### src/rtl/instr_prefetch_pkg.sv
// Shared instruction-format constants for the fetch and decode stages.
// The NOP encoding is substituted whenever the front end has no real instruction.
package instr_prefetch_pkg;

  localparam int INSTR_W   = 16;
  localparam int OPCODE_W  = 6;
  localparam int SRC_W     = 3;
  localparam int DST_W     = 3;
  localparam int SHAMT_W   = 4;

  typedef struct packed {
    logic [OPCODE_W-1:0] opcode;
    logic [SRC_W-1:0]    src;
    logic [DST_W-1:0]    dst;
    logic [SHAMT_W-1:0]  shamt;
  } instr_fields_t;

  localparam instr_fields_t NOP_FIELDS = '{
    opcode: 6'b000101,
    src:    3'b000,
    dst:    3'b011,
    shamt:  4'b0000
  };

  localparam logic [INSTR_W-1:0] NOP_INSTR = NOP_FIELDS;

endpackage

### src/rtl/instr_fifo.sv
// Synchronous FIFO holding {pc, instruction} pairs between fetch and decode.
// Pointers carry one extra MSB so that full and empty are distinguishable.
module instr_fifo #(
  parameter int WIDTH = 26,
  parameter int DEPTH = 4
) (
  input  logic                     clk,
  input  logic                     rst,
  input  logic                     wr_en,
  input  logic                     rd_en,
  input  logic                     flush,
  input  logic [WIDTH-1:0]         data,
  output logic [WIDTH-1:0]         q,
  output logic [$clog2(DEPTH):0]   count,
  output logic                     empty,
  output logic                     full
);

  localparam int PTR_W = $clog2(DEPTH);

  logic [WIDTH-1:0] mem [DEPTH];
  logic [PTR_W:0]   wr_ptr;
  logic [PTR_W:0]   rd_ptr;
  logic             do_wr;
  logic             do_rd;

  assign do_wr = wr_en && !full;
  assign do_rd = rd_en && !empty;

  assign count = wr_ptr - rd_ptr;
  assign empty = (wr_ptr == rd_ptr);
  assign full  = (wr_ptr[PTR_W] != rd_ptr[PTR_W]) &&
                 (wr_ptr[PTR_W-1:0] == rd_ptr[PTR_W-1:0]);
  assign q     = mem[rd_ptr[PTR_W-1:0]];

  always_ff @(posedge clk) begin
    if (rst || flush) begin
      wr_ptr <= '0;
      rd_ptr <= '0;
    end else begin
      if (do_wr) wr_ptr <= wr_ptr + 1'b1;
      if (do_rd) rd_ptr <= rd_ptr + 1'b1;
    end
  end

  // Storage needs no reset: the pointers alone define which entries are live.
  always_ff @(posedge clk) begin
    if (do_wr) mem[wr_ptr[PTR_W-1:0]] <= data;
  end

endmodule

### src/rtl/instr_prefetch_unit.sv
// Fetch front end: owns the PC, issues reads to a 1-cycle instruction memory,
// and queues responses for the F/D buffer with redirect and stall handling.
module instr_prefetch_unit
  import instr_prefetch_pkg::*;
#(
  parameter int                W        = INSTR_W,
  parameter int                ADDR_W   = 10,
  parameter int                DEPTH    = 4,
  parameter logic [ADDR_W-1:0] RESET_PC = '0
) (
  input  logic                     clk,
  input  logic                     rst,
  output logic                     imem_req,
  output logic [ADDR_W-1:0]        imem_addr,
  input  logic                     imem_rvalid,
  input  logic [W-1:0]             imem_rdata,
  input  logic                     redirect_en,
  input  logic [ADDR_W-1:0]        redirect_pc,
  input  logic                     dec_ready,
  output logic                     instr_valid,
  output logic [W-1:0]             instr_out,
  output logic [ADDR_W-1:0]        instr_pc,
  output logic [$clog2(DEPTH):0]   fifo_count
);

  localparam int CNT_W   = $clog2(DEPTH) + 1;
  localparam int ENTRY_W = ADDR_W + W;

  logic [ADDR_W-1:0]  pc;
  logic [ADDR_W-1:0]  req_pc;
  logic               inflight;
  logic               enq;
  logic               deq;
  logic               fifo_empty;
  logic               fifo_full;
  logic [ENTRY_W-1:0] head;
  logic [CNT_W:0]     credits_used;

  // Slots already promised (queued plus in flight) must leave room for the new request.
  assign credits_used = {1'b0, fifo_count} + {{CNT_W{1'b0}}, inflight};
  assign imem_req     = !rst && !redirect_en && !fifo_full &&
                        (credits_used < (CNT_W+1)'(DEPTH));
  assign imem_addr    = pc;

  // Gating on inflight drops any response we did not ask for (e.g. after reset).
  assign enq = imem_rvalid && inflight && !redirect_en && !rst;
  assign deq = instr_valid && dec_ready && !redirect_en && !rst;

  always_ff @(posedge clk) begin
    if (rst) begin
      pc       <= RESET_PC;
      req_pc   <= '0;
      inflight <= 1'b0;
    end else begin
      inflight <= imem_req;
      if (redirect_en) begin
        pc <= redirect_pc;
      end else if (imem_req) begin
        pc     <= pc + ADDR_W'(1);
        req_pc <= pc;
      end
    end
  end

  instr_fifo #(
    .WIDTH (ENTRY_W),
    .DEPTH (DEPTH)
  ) u_fifo (
    .clk   (clk),
    .rst   (rst),
    .wr_en (enq),
    .rd_en (deq),
    .flush (redirect_en),
    .data  ({req_pc, imem_rdata}),
    .q     (head),
    .count (fifo_count),
    .empty (fifo_empty),
    .full  (fifo_full)
  );

  assign instr_valid = !fifo_empty;
  assign instr_out   = instr_valid ? head[W-1:0] : W'(NOP_INSTR);
  assign instr_pc    = instr_valid ? head[ENTRY_W-1:W] : '0;

endmodule

### config.mk
export PLATFORM = sky130hd
export DESIGN_NAME = instr_prefetch_unit
export DESIGN_NICKNAME = d
export VERILOG_FILES = /design/src/rtl/instr_prefetch_pkg.sv /design/src/rtl/instr_fifo.sv /design/src/rtl/instr_prefetch_unit.sv
export SDC_FILE = /design/constraint.sdc
export NUM_CORES = 1
export LEC_CHECK = 0
export BUFFER_PORTS_ARGS = -buffer_cell sky130_fd_sc_hd__buf_2
export CAP_MARGIN = 40
export CORE_ASPECT_RATIO = 1.5
export CORE_MARGIN = 2
export CORE_UTILIZATION = 23
export DETAILED_ROUTE_END_ITERATION = 16
export PLACE_DENSITY = 0.43
export SETUP_SLACK_MARGIN = 0.15
export SLEW_MARGIN = 0
export SYNTH_ARGS = -nofsm -noshare
export SYNTH_HDL_FRONTEND = slang
export SYNTH_SLANG_ARGS = --single-unit
### constraint.sdc
create_clock -name clk -period 3.7 [get_ports clk]
set_input_delay 0.555 -clock clk [delete_from_list [all_inputs] [get_ports clk]]
set_output_delay 0.555 -clock clk [all_outputs]
set_load 0.02 [all_outputs]
# [Word-level counts from Yosys, hierarchy flattened]
# Memories as Yosys holds them, arrays and structs flattened. A register that Yosys moved wholly into a read port is not among the register bits.
# Cells that the tools add are included.
[word_totals] ff_bits=27 ram_bits=104 mem_count=1
[classes] add_sub_neg=5 order_cmp=1 n_eq_ne=3 muxes=8 bitwise=1 n_reduce_logical=19
[mem_list] name="u_fifo.mem" words=4 word_bits=26 read_ports=1 rd_ports_with_merged_regs=1 write_ports=1 line="instr_fifo.sv:21" rtl="logic [WIDTH-1:0] mem [DEPTH];"
[ops] cell="two-way mux 10 bit" n=3
[ops] cell="two-way mux 16 bit" n=1
[ops] cell="logical AND 1 bit" n=12
[ops] cell="adder 10 x 1 -> 10 bit, second input constant" n=1
[ops] cell="adder 3 x 1 -> 3 bit, second input constant" n=2
[ops] cell="adder 3 x 1 -> 4 bit" n=1
[ops] cell="zero test 1 bit" n=4
[ops] cell="< comparator 4 x 3 -> 1 bit, second input constant" n=1
[ops] cell="two-way mux 2 bit" n=2
[ops] cell="== test 3 bit" n=1
[ops] cell="subtractor 3 bit" n=1
[ops] cell="== test 2 bit" n=1
[ops] cell="two-way mux 1 bit" n=2
[ops] cell="AND reduction 2 bit" n=1
[ops] cell="nonzero test 2 bit" n=1
[ops] cell="logical OR 1 bit" n=1
[ops] cell="inequality test 1 bit" n=1
[ops] cell="NOT 1 bit" n=1

# [Longest topological paths before layout]
[logic_depth] ltp_word=8 ltp_mapped=9 depth_no_buf=8

# [By module]
# A second synthesis with hierarchy kept.
[unflattened] cells_unflattened=347 area_unflattened_um2=5546.6
[by_module_without_submodules] module="instr_fifo" instances=1 cells_per_inst=196 area_per_inst_um2=4386.7 seq_area_each_um2=3283.1
[by_module_without_submodules] module="instr_prefetch_unit" instances=1 cells_per_inst=151 area_per_inst_um2=1159.9 seq_area_each_um2=420.4

# [Worst setup path after synthesis]
# Ideal clock, no wire load.
[synth_path] path_kind="reg-to-output" from="reg u_fifo.wr_ptr[0]" to="out imem_req" arrival_ns=2.067 required_ns=3.145 slack_ns=1.078 stages_incl_launch_ff=8 path_buffers=1 cell_sequence="dfxtp_1 inv_1 ha_1 fa_1 xor3_1 a2111o_1 inv_1 buf_2"
[synth_via] word_cells_on_any_way=8 classes_between="add/sub: 2; order compare: 1; eq/ne: 1; reduce/logical: 4"
[synth_lines] element="start: declaration" line="instr_fifo.sv:22" rtl="logic [PTR_W:0] wr_ptr;"
[synth_lines] element="start signal: assignment" line="instr_fifo.sv:41" rtl="if (do_wr) wr_ptr <= wr_ptr + 1'b1;"
[synth_lines] element="subtractor 3 bit" line="instr_fifo.sv:30" rtl="assign count = wr_ptr - rd_ptr;"
[synth_lines] element="net fifo_count[2]" line="instr_prefetch_unit.sv:23" rtl="output logic [$clog2(DEPTH):0] fifo_count"
[synth_lines] element="adder 3 x 1 -> 4 bit" line="instr_prefetch_unit.sv:40" rtl="assign credits_used = {1'b0, fifo_count} + {{CNT_W{1'b0}}, inflight};"
[synth_lines] element="< comparator 4 x 3 -> 1 bit" line="instr_prefetch_unit.sv:42" rtl="(credits_used < (CNT_W+1)'(DEPTH));"
[synth_lines] element="logical AND 1 bit" line="instr_prefetch_unit.sv:41" rtl="assign imem_req = !rst && !redirect_en && !fifo_full &&"
[synth_lines] element="end: declaration" line="instr_prefetch_unit.sv:13" rtl="output logic imem_req,"
# The timed path passes the listed nets, and every way through them passes these cells.

# [Final worst setup path]
[layout_path] from="reg u_fifo.wr_ptr[0]" to="out imem_req"
[layout_via] elab_chain_len=5 word_cells_on_any_way=8 classes_between="add/sub: 2; order compare: 1; eq/ne: 1; reduce/logical: 4"
[layout_rtl] element="parallel branches: the longest is 4 deep, another holds adder 3 x 1 -> 4 bit"
[layout_rtl] element="logical AND 1 bit (*)" line="instr_prefetch_unit.sv:41"
# Every way passes the cells marked *.

==> flow_metrics.py <==
metrics = {
    "status": {
        "status": "finished clean",
    },
    "yosys": {
        "syn-cell-area_sq_mm": 0.00537,
        "yosysSeqAreaShare_pct": 69.0,
        "synth_top_flop_cell": "edfxtp_1",
        "synth-edff-count": 104,
        "synth_cells": 341,
        "synthArstFlopShare_pct": 0,
        "synth_warnings": 0,
        "synth-seq-cells": 133,
        "avgSynthCellArea_sq_um": 15.7,
        "synth_cell_types": 50,
        "synthesis.nets": 381,
    },
    "pwr": {
        "ir_drop_uv": 280,
        "leakagePower_nw": 2.41,
        "powerDensity_mw_per_mm2": 534,
    },
    "cts": {
        "clock_latency_ns": 0.42,
        "post_cts_buffers": 0,
        "cts_resized": 0,
        "clk_pin_slew_worst_paths_ns": 0.06,
        "htreeDepth": 4,
        "root_buffer": "clkbuf_16",
        "clock-sinks": 133,
        "cts_buffers": 17,
        "cts.path.max_buffers": 2,
        "tritoncts": "yes",
        "hold_buffers": 0,
    },
    "place": {
        "postPlaceCellArea_sq_mm": 0.00607,
        "place_inst": 684,
        "gp_congestion": 0.787,
        "dp_hpwl_microns": 7280,
        "place_ws_ns": 0.891,
        "numPortBuffers": 71,
    },
    "global_route": {
        "grtUsageMet3_pct": 2.71,
        "gr-usage-met2_pct": 16.0,
        "busiest_layer": "met2",
        "track_usage_pct": 9.50,
        "grt_use_met1_pct": 11.3,
        "grt_overflow": 0,
        "antenna_found_initial": 0,
        "grt_pass1_vias": 3217,
        "grt_max_degree": 28,
        "grt_pass1_wl_microns": 17400,
    },
    "floorplanning": {
        "core_area_sq_mm": 0.0230,
        "die_y_microns": 191,
        "die_w_microns": 129,
        "start_util_pct": 23.4,
        "pin_count": 72,
        "rows": 68,
        "dieArea_sq_mm": 0.0246,
    },
    "timing": {
        "hold_slack_ns": 0.361,
        "rsz0062_at_grt": "false",
        "tightest_slew_ns": 0.686,
        "setup_viol": 0,
        "period_share_pct": 84.3,
        "layout_min_cycle_time_ns": 3.12,
        "fin_skew_ns": 0.00903,
        "hold_viol": 0,
        "finalWorstSetupSlack_ns": 0.582,
        "slew_viol_final": 0,
        "fin_setup_tns_ns": 0,
        "relSlewSlack_pct": 54.3,
        "fmax_mhz": 321,
    },
    "setup_path": {
        "cp_slowest_stage_delay_ns": 0.55,
        "critPathTopFamily": "adder cells",
        "crit_path_cell_trace": "inv_1, ha_1, fa_1, xor3_1, a2111o_1, inv_1, buf_2",
        "crit_path_end_kind": "output pin",
        "path_max_fanout": 13,
        "cp_data_arrival_time_ns": 2.56,
        "slowest_stage": "a2111o_1",
        "cp-startpoint": "u_fifo.wr_ptr[0]",
        "worstSetupPathType": "flip-flop to output pin",
        "cp-start-kind": "flip-flop",
        "reg2reg_from": "u_fifo.wr_ptr[0]",
        "timing.critical_path.mode_cell": "inv_1",
        "crit_buf_inv": 3,
        "cp_data_required_time_ns": 3.14,
    },
    "layout": {
        "nets": 463,
        "areaGrowthSynthToFinish_pct": 25.4,
        "final_cell_area_sq_mm": 0.00674,
        "finalNonFillerCells": 716,
        "final_cell_mix": "edfxtp_1 (104), buf_2 (71), nand2_1 (33), dfxtp_1 (28), mux4_2 (26)",
        "n_antenna_cell": 0,
        "final_common_cell": "edfxtp_1",
        "layout-drive-gt1-share_pct": 33.3,
    },
    "drt": {
        "wl_per_cell_microns": 15.6,
        "finalWirelength_microns": 11100,
        "firstDrtPassIters": 4,
        "initialDrtViolationCount": 232,
        "drc_errors": 0,
        "final_antenna_net_count": 0,
        "via_per_inst": 4.23,
        "vias": 3031,
    },
    "flow_run": {
        "drv_cap": 0,
    },
    "worst_hold_path": {
        "hold_class": "input port to flip-flop",
        "min-delay-start": "imem_rdata[8]",
    },
}
==> through the flow <==
| step | total power, mW | utilization [%] |
|---|---|---|
| finish | 3.60 | 29.3 |
| global route | 3.71 | 29.3 |
| CTS | 3.63 | 29.3 |
| detailed placement | 1.77 | 26.4 |
| global placement | 1.77 | 26.4 |
| floorplan | 1.72 | - |
==> synth_stat cells, types with 2 or more instances <==
library cell / number / area share (%)
dfxtp_1: 29 / 11
edfxtp_1: 104 / 58
mux2i_1: 3 / 0.56
buf_2: 3 / 0.28
o21ai_1: 2 / 0.19
nor2_1: 11 / 0.77
or3_1: 2 / 0.23
nor3_1: 4 / 0.37
a31oi_1: 2 / 0.23
xor2_1: 3 / 0.49
nand3_1: 9 / 0.84
or2_2: 5 / 0.58
clkbuf_1: 12 / 0.84
nor2b_1: 22 / 2.6
and2_1: 4 / 0.47
ha_1: 8 / 1.9
and4_1: 3 / 0.49
nand2_1: 33 / 2.3
a21oi_1: 11 / 1.0
buf_4: 2 / 0.28
mux4_2: 26 / 11
inv_1: 10 / 0.70
o21ai_0: 2 / 0.19
o221ai_1: 2 / 0.33
o211ai_1: 2 / 0.28
and3_1: 3 / 0.35
==> sequential cells by signal, indices dropped and copies added, names as in the netlist, named ones only <==
| name | count |
|---|---|
| imem_addr | 10 |
| inflight | 1 |
| req_pc | 10 |
| u_fifo.mem | 104 |
| u_fifo.rd_ptr | 3 |
| u_fifo.wr_ptr | 3 |
==> power by group <==
part	total, mW	internal [mW]	switching (mW)
Sequential	1.64	1.62	0.0188
Clock	1.86	1.26	0.604
Combinational	0.0967	0.0370	0.0597
==> path summary, 6_finish.rpt <==
kind | endpoint | slack, ns | cells past startpoint
hold reg to reg | req_pc[4] | 0.49 | 2
setup / recovery | imem_req | 0.58 | 7
setup reg to reg | imem_addr[0] | 0.87 | 9
hold / removal | u_fifo.mem[2][8] | 0.36 | 1
==> cell type report <==
cell class | count | area, sq um
fillers | 2349 | 16200
clock buffers | 18 | 429
flip-flops and latches | 133 | 3700
repair buffers | 80 | 423
well taps | 280 | 350
inverters | 12 | 45.0
clock inverters | 14 | 233
multi-input cells | 179 | 1550
==> routing by layer <==
| layer | routed length [microns] | vias up |
|---|---|---|
| met4 | 191 | 0 |
| met2 | 5630 | 81 |
| met1 | 4850 | 1469 |
| met5 | 0 | - |
| met3 | 479 | 15 |
| li1 | - | 1466 |
==> logic make-up (layout without fill, tap and decap cells) <==
logic type,after synthesis,count (layout),synth area share (%)
XOR/XNOR,5,5,1.10
flip-flops,133,133,69.0
adder cells (fa/ha/maj),9,9,2.24
buffers and inverters,29,124,2.24
AND/OR/NAND/NOR,103,103,9.86
AO/OA/AOI/OAI,33,33,4.15
multiplexers,29,29,11.5
(Power assumes the default switching activity.)
